<file path="config.mk">
export PLATFORM = sky130hd
export DESIGN_NAME = uart_rx
export DESIGN_NICKNAME = d
export VERILOG_FILES = /design/src/rtl/uart_rx.sv
export SDC_FILE = /design/constraint.sdc
export NUM_CORES = 1
export LEC_CHECK = 0
export ABC_AREA = 1
export BUFFER_PORTS_ARGS = -buffer_cell sky130_fd_sc_hd__buf_2
export CAP_MARGIN = 30
export CORE_UTILIZATION = 40
export DETAILED_ROUTE_END_ITERATION = 12
export PLACE_DENSITY_LB_ADDON = 0.12
export SLEW_MARGIN = 20
export SYNTH_ARGS = -nofsm -noshare
export SYNTH_HDL_FRONTEND = slang
export SYNTH_SLANG_ARGS = --single-unit
</file>
<file path="constraint.sdc">
create_clock -name clk -period 2.3 [get_ports clk]
set_input_delay 0.345 -clock clk [delete_from_list [all_inputs] [get_ports clk]]
set_output_delay 0.345 -clock clk [all_outputs]
set_load 0.01 [all_outputs]
</file>
<file path="src/rtl/uart_rx.sv">
// 8N1 serial receiver: mid-bit sampling, holding register with sticky rdy.
// Define UART_RX_FRAME_ERR_EN to report a zero stop bit on frame_err instead of rdy.
module uart_rx #(
    parameter int BAUD_DIV = 5208
) (
    input  logic       clk,
    input  logic       rst_n,
    input  logic       RX,
    input  logic       clr_rdy,
    output logic [7:0] rx_data,
    output logic       rdy,
    output logic       frame_err
);

`ifdef UART_RX_FRAME_ERR_EN
    localparam bit FRAME_ERR_EN = 1'b1;
`else
    localparam bit FRAME_ERR_EN = 1'b0;
`endif

    localparam int CNT_W = $clog2(BAUD_DIV);
    localparam logic [CNT_W-1:0] HALF_LOAD = CNT_W'(BAUD_DIV / 2 - 1);
    localparam logic [CNT_W-1:0] FULL_LOAD = CNT_W'(BAUD_DIV - 1);
    localparam logic [3:0]       LAST_BIT  = 4'd10;

    typedef enum logic {
        IDLE,
        RECEIVE
    } state_t;

    state_t           state;
    logic             rx_meta;
    logic             rx_s;
    logic [CNT_W-1:0] baud_cnt;
    logic [3:0]       bit_cnt;
    logic [8:0]       shift_reg;
    logic             frame_err_q;
    logic             shift;

    // NOTE: synchronizer flops reset to the idle level so release never looks like a start bit.
    always_ff @(posedge clk or negedge rst_n) begin
        if (!rst_n) begin
            rx_meta <= 1'b1;
            rx_s    <= 1'b1;
        end else begin
            rx_meta <= RX;
            rx_s    <= rx_meta;
        end
    end

    assign shift     = (baud_cnt == '0);
    assign frame_err = FRAME_ERR_EN ? frame_err_q : 1'b0;

    // NOTE: all state uses non-blocking assignments; later assignments in this block take priority.
    always_ff @(posedge clk or negedge rst_n) begin
        if (!rst_n) begin
            state       <= IDLE;
            baud_cnt    <= '0;
            bit_cnt     <= '0;
            shift_reg   <= 9'h1FF;
            rx_data     <= 8'h00;
            rdy         <= 1'b0;
            frame_err_q <= 1'b0;
        end else begin
            if (clr_rdy) begin
                rdy         <= 1'b0;
                frame_err_q <= 1'b0;
            end

            case (state)
                IDLE: begin
                    if (!rx_s) begin
                        baud_cnt    <= HALF_LOAD;
                        bit_cnt     <= '0;
                        rdy         <= 1'b0;
                        frame_err_q <= 1'b0;
                        state       <= RECEIVE;
                    end
                end

                RECEIVE: begin
                    if (shift) begin
                        shift_reg <= {rx_s, shift_reg[8:1]};
                        baud_cnt  <= FULL_LOAD;
                        bit_cnt   <= bit_cnt + 4'd1;
                    end else begin
                        baud_cnt <= baud_cnt - 1'b1;
                    end

                    // Start bit has been shifted out; data sits in [7:0], stop bit in [8].
                    if (bit_cnt == LAST_BIT) begin
                        rx_data <= shift_reg[7:0];
                        if (FRAME_ERR_EN && !shift_reg[8]) begin
                            frame_err_q <= 1'b1;
                        end else begin
                            rdy <= 1'b1;
                        end
                        state <= IDLE;
                    end
                end

                default: state <= IDLE;
            endcase
        end
    end

endmodule

</file>
Word-level counts from Yosys, hierarchy flattened
Cells that the tools add are included.

operators by class
  magnitude comparators = 0
  bitwise gates (word level) = 1
  mux-type cells = 13
  reductions and logical operators = 4
  equality and inequality tests = 3
  multipliers = 0
  shift operators = 0
  div/mod/pow operators = 0
  add/sub/neg operators = 2

operators by type and width
  cell                     number
  $mux W13                 2
  $pmux W13 S2             1
  $logic_not A13 Y1        1
  $sub A13 B1 Y13 const B  1
  $mux W4                  2
  $pmux W4 S2              1
  $reduce_and A2 Y1        3
  $mux W1                  5
  $add A4 B1 Y4 const B    1
  $eq A4 B4 Y1 const B     1
  $pmux W1 S2              2
  $ne A2 B1 Y1 const B     1
  $ne A2 B2 Y1 const B     1
  $not A1 Y1               1

storage, ports and cells
  flip-flop bits (word level) = 38
  memories = 0
  output and inout bits = 10
  ROM bits = 0
  bits in latches = 0
  RAM bits = 0

Longest topological paths before layout
  depth after elaboration = 3
  depth in mapped cells = 9
  gate-level depth less buffers = 9

Least setup slack after synthesis
Ideal clock, no wire load.

  path kind = register to register
  start = register baud_cnt[0]
  end = register baud_cnt[11]
  data arrival time = 1225 ps
  path slack = 957 ps
  stages on the path, launching flop included = 9
  path through = dfrtp_1 -> inv_2 -> ha_1 -> nand2_1 -> nor2_1 -> nand3_4 -> buf_6 -> o21ai_2 -> nor2_1

between the ends
  cells in the longest elaborated chain, start to end = 3
  elaborated cells on any way between the ends = 4
  those cells by class = add/sub (1); mux (2); reduce/logical (1)

RTL lines
  item                                                  line    RTL
  start: declaration                                    34      logic [CNT_W-1:0] baud_cnt;
  start signal: assignment                              87      baud_cnt <= baud_cnt - 1'b1;
  $sub A13 B1 Y13 or $logic_not A13 Y1 (tied branches)  87, 51
  $mux W13 (*)                                          82      if (shift) begin
  $pmux W13 S2 (*)                                      70      case (state)

Every way passes the cells marked *; elsewhere a longest branch is shown, timed or not.
A chain may end at the register's enable or synchronous reset.

Worst setup path in the final report
  start = register baud_cnt[0]
  end = register bit_cnt[1]

between the ends
  cells in the longest elaborated chain, start to end = 3

RTL lines
  item                                line  RTL
  $logic_not A13 Y1                   51    assign shift = (baud_cnt == '0);
  $ne A2 B1 Y1 (no source line)       -
  $reduce_and A2 Y1 (no source line)  -
  end signal: assignment              85    bit_cnt <= bit_cnt + 4'd1;
  end: declaration                    35    logic [3:0] bit_cnt;

Every way passes these cells.

==> metrics.md <==
| Metric | Value |
|---|---|
| Status | completed |
| Synthesized Nets | 230 |
| CTS tree | built |
| Hold Violations, Final | 0 |
| CP Data Arrival Time | ~1.9 ns |
| Yosys reg bits | 38 |
| Logic pwr share | 0.016 |
| Worst-skew pair later-pin latency | about 0.29 ns |
| Post-route DRC violation count | 0 |
| Worst-Margin Slew | 0.500 ns |
| Startpoint types | register |
| Leakage | approximately 1.1 nW |
| Commonest register cell after synthesis | dfrtp_1 |
| Gpl congestion | ~0.75 |
| Async set-reset flop share out of synthesis | 1.00 |
| Total power | about 1.4 mW |
| Htree depth | 2 |
| Chip width | between 70 and 80 um |
| Vias in the first global route | about 1300 |
| Max cap viols | 0 |
| Syn Inst Count | between 200 and 250 |
| Area delta synth->final | 13.7% |
| Setup TNS | 0 ns |
| Area of the mapped netlist | ~1900 um2 |
| Final Cycle Share | 0.733 |
| R2R Setup Slk | between 0.6 and 0.7 ns |
| Worst hold path depth | 1 |
| Starting DRC count in detailed routing | between 90 and 100 |
| Post-synthesis sequential area ratio | 0.497 |
| Fmax | ~590 MHz |
| Core area | roughly 4500 um2 |
| RSZ-0062 raised after global routing | false |
| Post-cts sizing count | 0 |
| Diode count | 0 |
| First-pass GRT wire length | 5840 um |
| Max reg flops | 13 |
| Reg clk slew, reported paths | 0.07 ns |
| Top cells by count, synth | 53 x nand2_1, 27 x dfrtp_1, 27 x inv_1 |
| Clock sink count | 38 |
| Worst vdd rail ir drop | approximately 0.36 mV |
| Dominant cell type by area after synthesis | dfrtp_1 |
| Area of the die | between 5000 and 6000 um2 |
| EDFF count, synth | 0 |
| Share of cells above drive strength 1 | 0.275 |
| Fill cell count | approximately 420 |
| Max clock buf depth | 2 |
| Distinct cells, synth | 33 |
| Synthesis warning total | 0 |
| Worst Clk Skew | 0.00232 ns |
| Initial antenna violation count | 0 |
| Die height | ~72 um |
| Net switching fraction of the power | 0.183 |
| DR vias/cell | between 4 and 5 |
| Worst R2R Start | baud_cnt[0]$_DFFE_PN0P_ |
| Worst slack, placed | 0.609 ns |
| Most frequent cell after synthesis | nand2_1 |
| IO buf count | 12 |
| Cells on worst reg2reg path | 7 |
| Worst hold path endpoint | rx_meta$_DFF_PN1_ |
| Initial Util | 0.431 |
| Synth top area share | 0.348 |
| Nets | roughly 250 |
| Pwr Density | approximately 630 nW/um2 |
| CP endpoint kind | register |
| Post-route ant nets | 0 |
| Crit-path max FO | 25 |
| Mean post-synth cell area | between 8 and 9 um2 |
| Cell row count | 24 |
| Sequential fraction of design power | 0.482 |
| Internal power | about 1.1 mW |
| Total track usage | 0.150 |
| Cts bufs inserted | 5 |
| Worst slew margin | 0.667 |
| Routed Wire Length | 3400 um |
| Clock share of power | 0.502 |
| Setup-failing EPs final | 0 |
| Critical path class | register to register |
| Psw | 0.256 mW |
| CP required | between 2 and 3 ns |
| Gr ovfl total | 0 |
| Detail Placement HPWL | 2310 um |
| Hold path start | RX |
| Ports | 14 |
| Largest net degree at the start of global routing | 39 |
| Post CTS Setup Buffer Count | 0 |
| First-pass DRT Iterations | 4 |
| Max-slew violations | 0 |
| WL per Instance | approximately 12 um |
| Type of the tightest min-delay check | input pin to register |
| CTS root buffer | clkbuf_8 |
| Setup ws final | between 0.6 and 0.7 ns |
| Top cells by area, synth | dfrtp_1 35%, dfstp_2 15%, nand2_1 10% |
| Min Tclk post-route | about 1.7 ns |
| Capturing point of the worst reg2reg path | bit_cnt[1]$_DFFE_PN0P_ |
| Total number of vias | about 1400 |
stage by stage:
stage | hold slack [ns] | area (um2) | instances | util
6_report | 0.146 | 2210 | 292 | 0.490
5_1_grt | 0.134 | 2210 | 292 | 0.490
4_1_cts | 0.137 | 2180 | 290 | 0.483
3_5_place_dp | 0.349 | 2030 | 282 | 0.452
3_3_place_gp | 0.347 | 2030 | 282 | 0.452
2_1_floorplan | 0.0494 | 1940 | 222 | -
layer usage:
metal,GRT usage,routed length (um)
met1,0.211,1830
met2,0.219,1420
met3,0.0338,78
met4,0.0719,71
met5,0,0
worst max-delay path, cell delays in order (launching register included):
cell and delay (ns):
dfrtp_1 0.41, inv_2 0.09, ha_1 0.14, nand2_1 0.05
nor2_1 0.21, nand3_4 0.35, or2_0 0.33, nand2_1 0.06
cell families after synthesis:
family          after synthesis  synth area share
simple gates                102             0.252
buf+inv                      39            0.0863
flops                        38             0.497
compound gates               31             0.104
xor+xnor                      6            0.0271
fa+ha+maj                     4            0.0258
other cells                   1           0.00193
mux                           1           0.00580
placed cells by master (no fill, tap or decap), types with 9 or more instances in the layout:
| cell | netlist | routed |
|---|---|---|
| nor2_1 | 18 | 18 |
| nand2_1 | 53 | 53 |
| nand3_1 | 12 | 12 |
| o21ai_1 | 13 | 13 |
| dfrtp_1 | 27 | 27 |
| nand2_2 | 10 | 10 |
| o21ai_2 | 9 | 9 |
| dfstp_2 | 11 | 11 |
| inv_1 | 27 | 27 |
| buf_2 | 2 | 12 |
power groups by stage:
stage	Sequential, mW	Combinational (mW)	Clock, mW
2_1_floorplan	0.685	0.00273	0
3_3_place_gp	0.685	0.0178	0
3_5_place_dp	0.685	0.0178	0
4_1_cts	0.672	0.0179	0.723
5_1_grt	0.673	0.0260	0.746
6_report	0.673	0.0222	0.702
worst max path at each step:
| stage | startpoint | end | cells past startpoint |
|---|---|---|---|
| after floorplan | baud_cnt[0]$_DFFE_PN0P_ | baud_cnt[11]$_DFFE_PN0P_ | 8 |
| after global placement | baud_cnt[0]$_DFFE_PN0P_ | bit_cnt[1]$_DFFE_PN0P_ | 7 |
| after detailed placement | baud_cnt[0]$_DFFE_PN0P_ | bit_cnt[1]$_DFFE_PN0P_ | 7 |
| after CTS | baud_cnt[0]$_DFFE_PN0P_ | bit_cnt[1]$_DFFE_PN0P_ | 7 |
| after global routing | baud_cnt[0]$_DFFE_PN0P_ | bit_cnt[3]$_DFFE_PN0P_ | 8 |
| final | baud_cnt[0]$_DFFE_PN0P_ | bit_cnt[1]$_DFFE_PN0P_ | 7 |
area by class of cell:
| type | instances | area, um2 | share of cell area |
|---|---|---|---|
| Sequential cell | 38 | 965 | 0.437 |
| Clock buffer | 6 | 82.6 | 0.0374 |
| Inverter | 34 | 128 | 0.0578 |
| Clock inverter | 2 | 60.1 | 0.0272 |
| Tap cell | 52 | 65.1 | 0.0295 |
| Timing Repair Buffer | 15 | 97.6 | 0.0442 |
| Multi-Input combinational cell | 145 | 810 | 0.367 |
what timing repair did:
item,4_1_cts,5_1_grt
hold endpoints to repair,0,5
setup endpoints to repair,0,0
hold buffers,0,1
(Power assumes the default switching activity.)
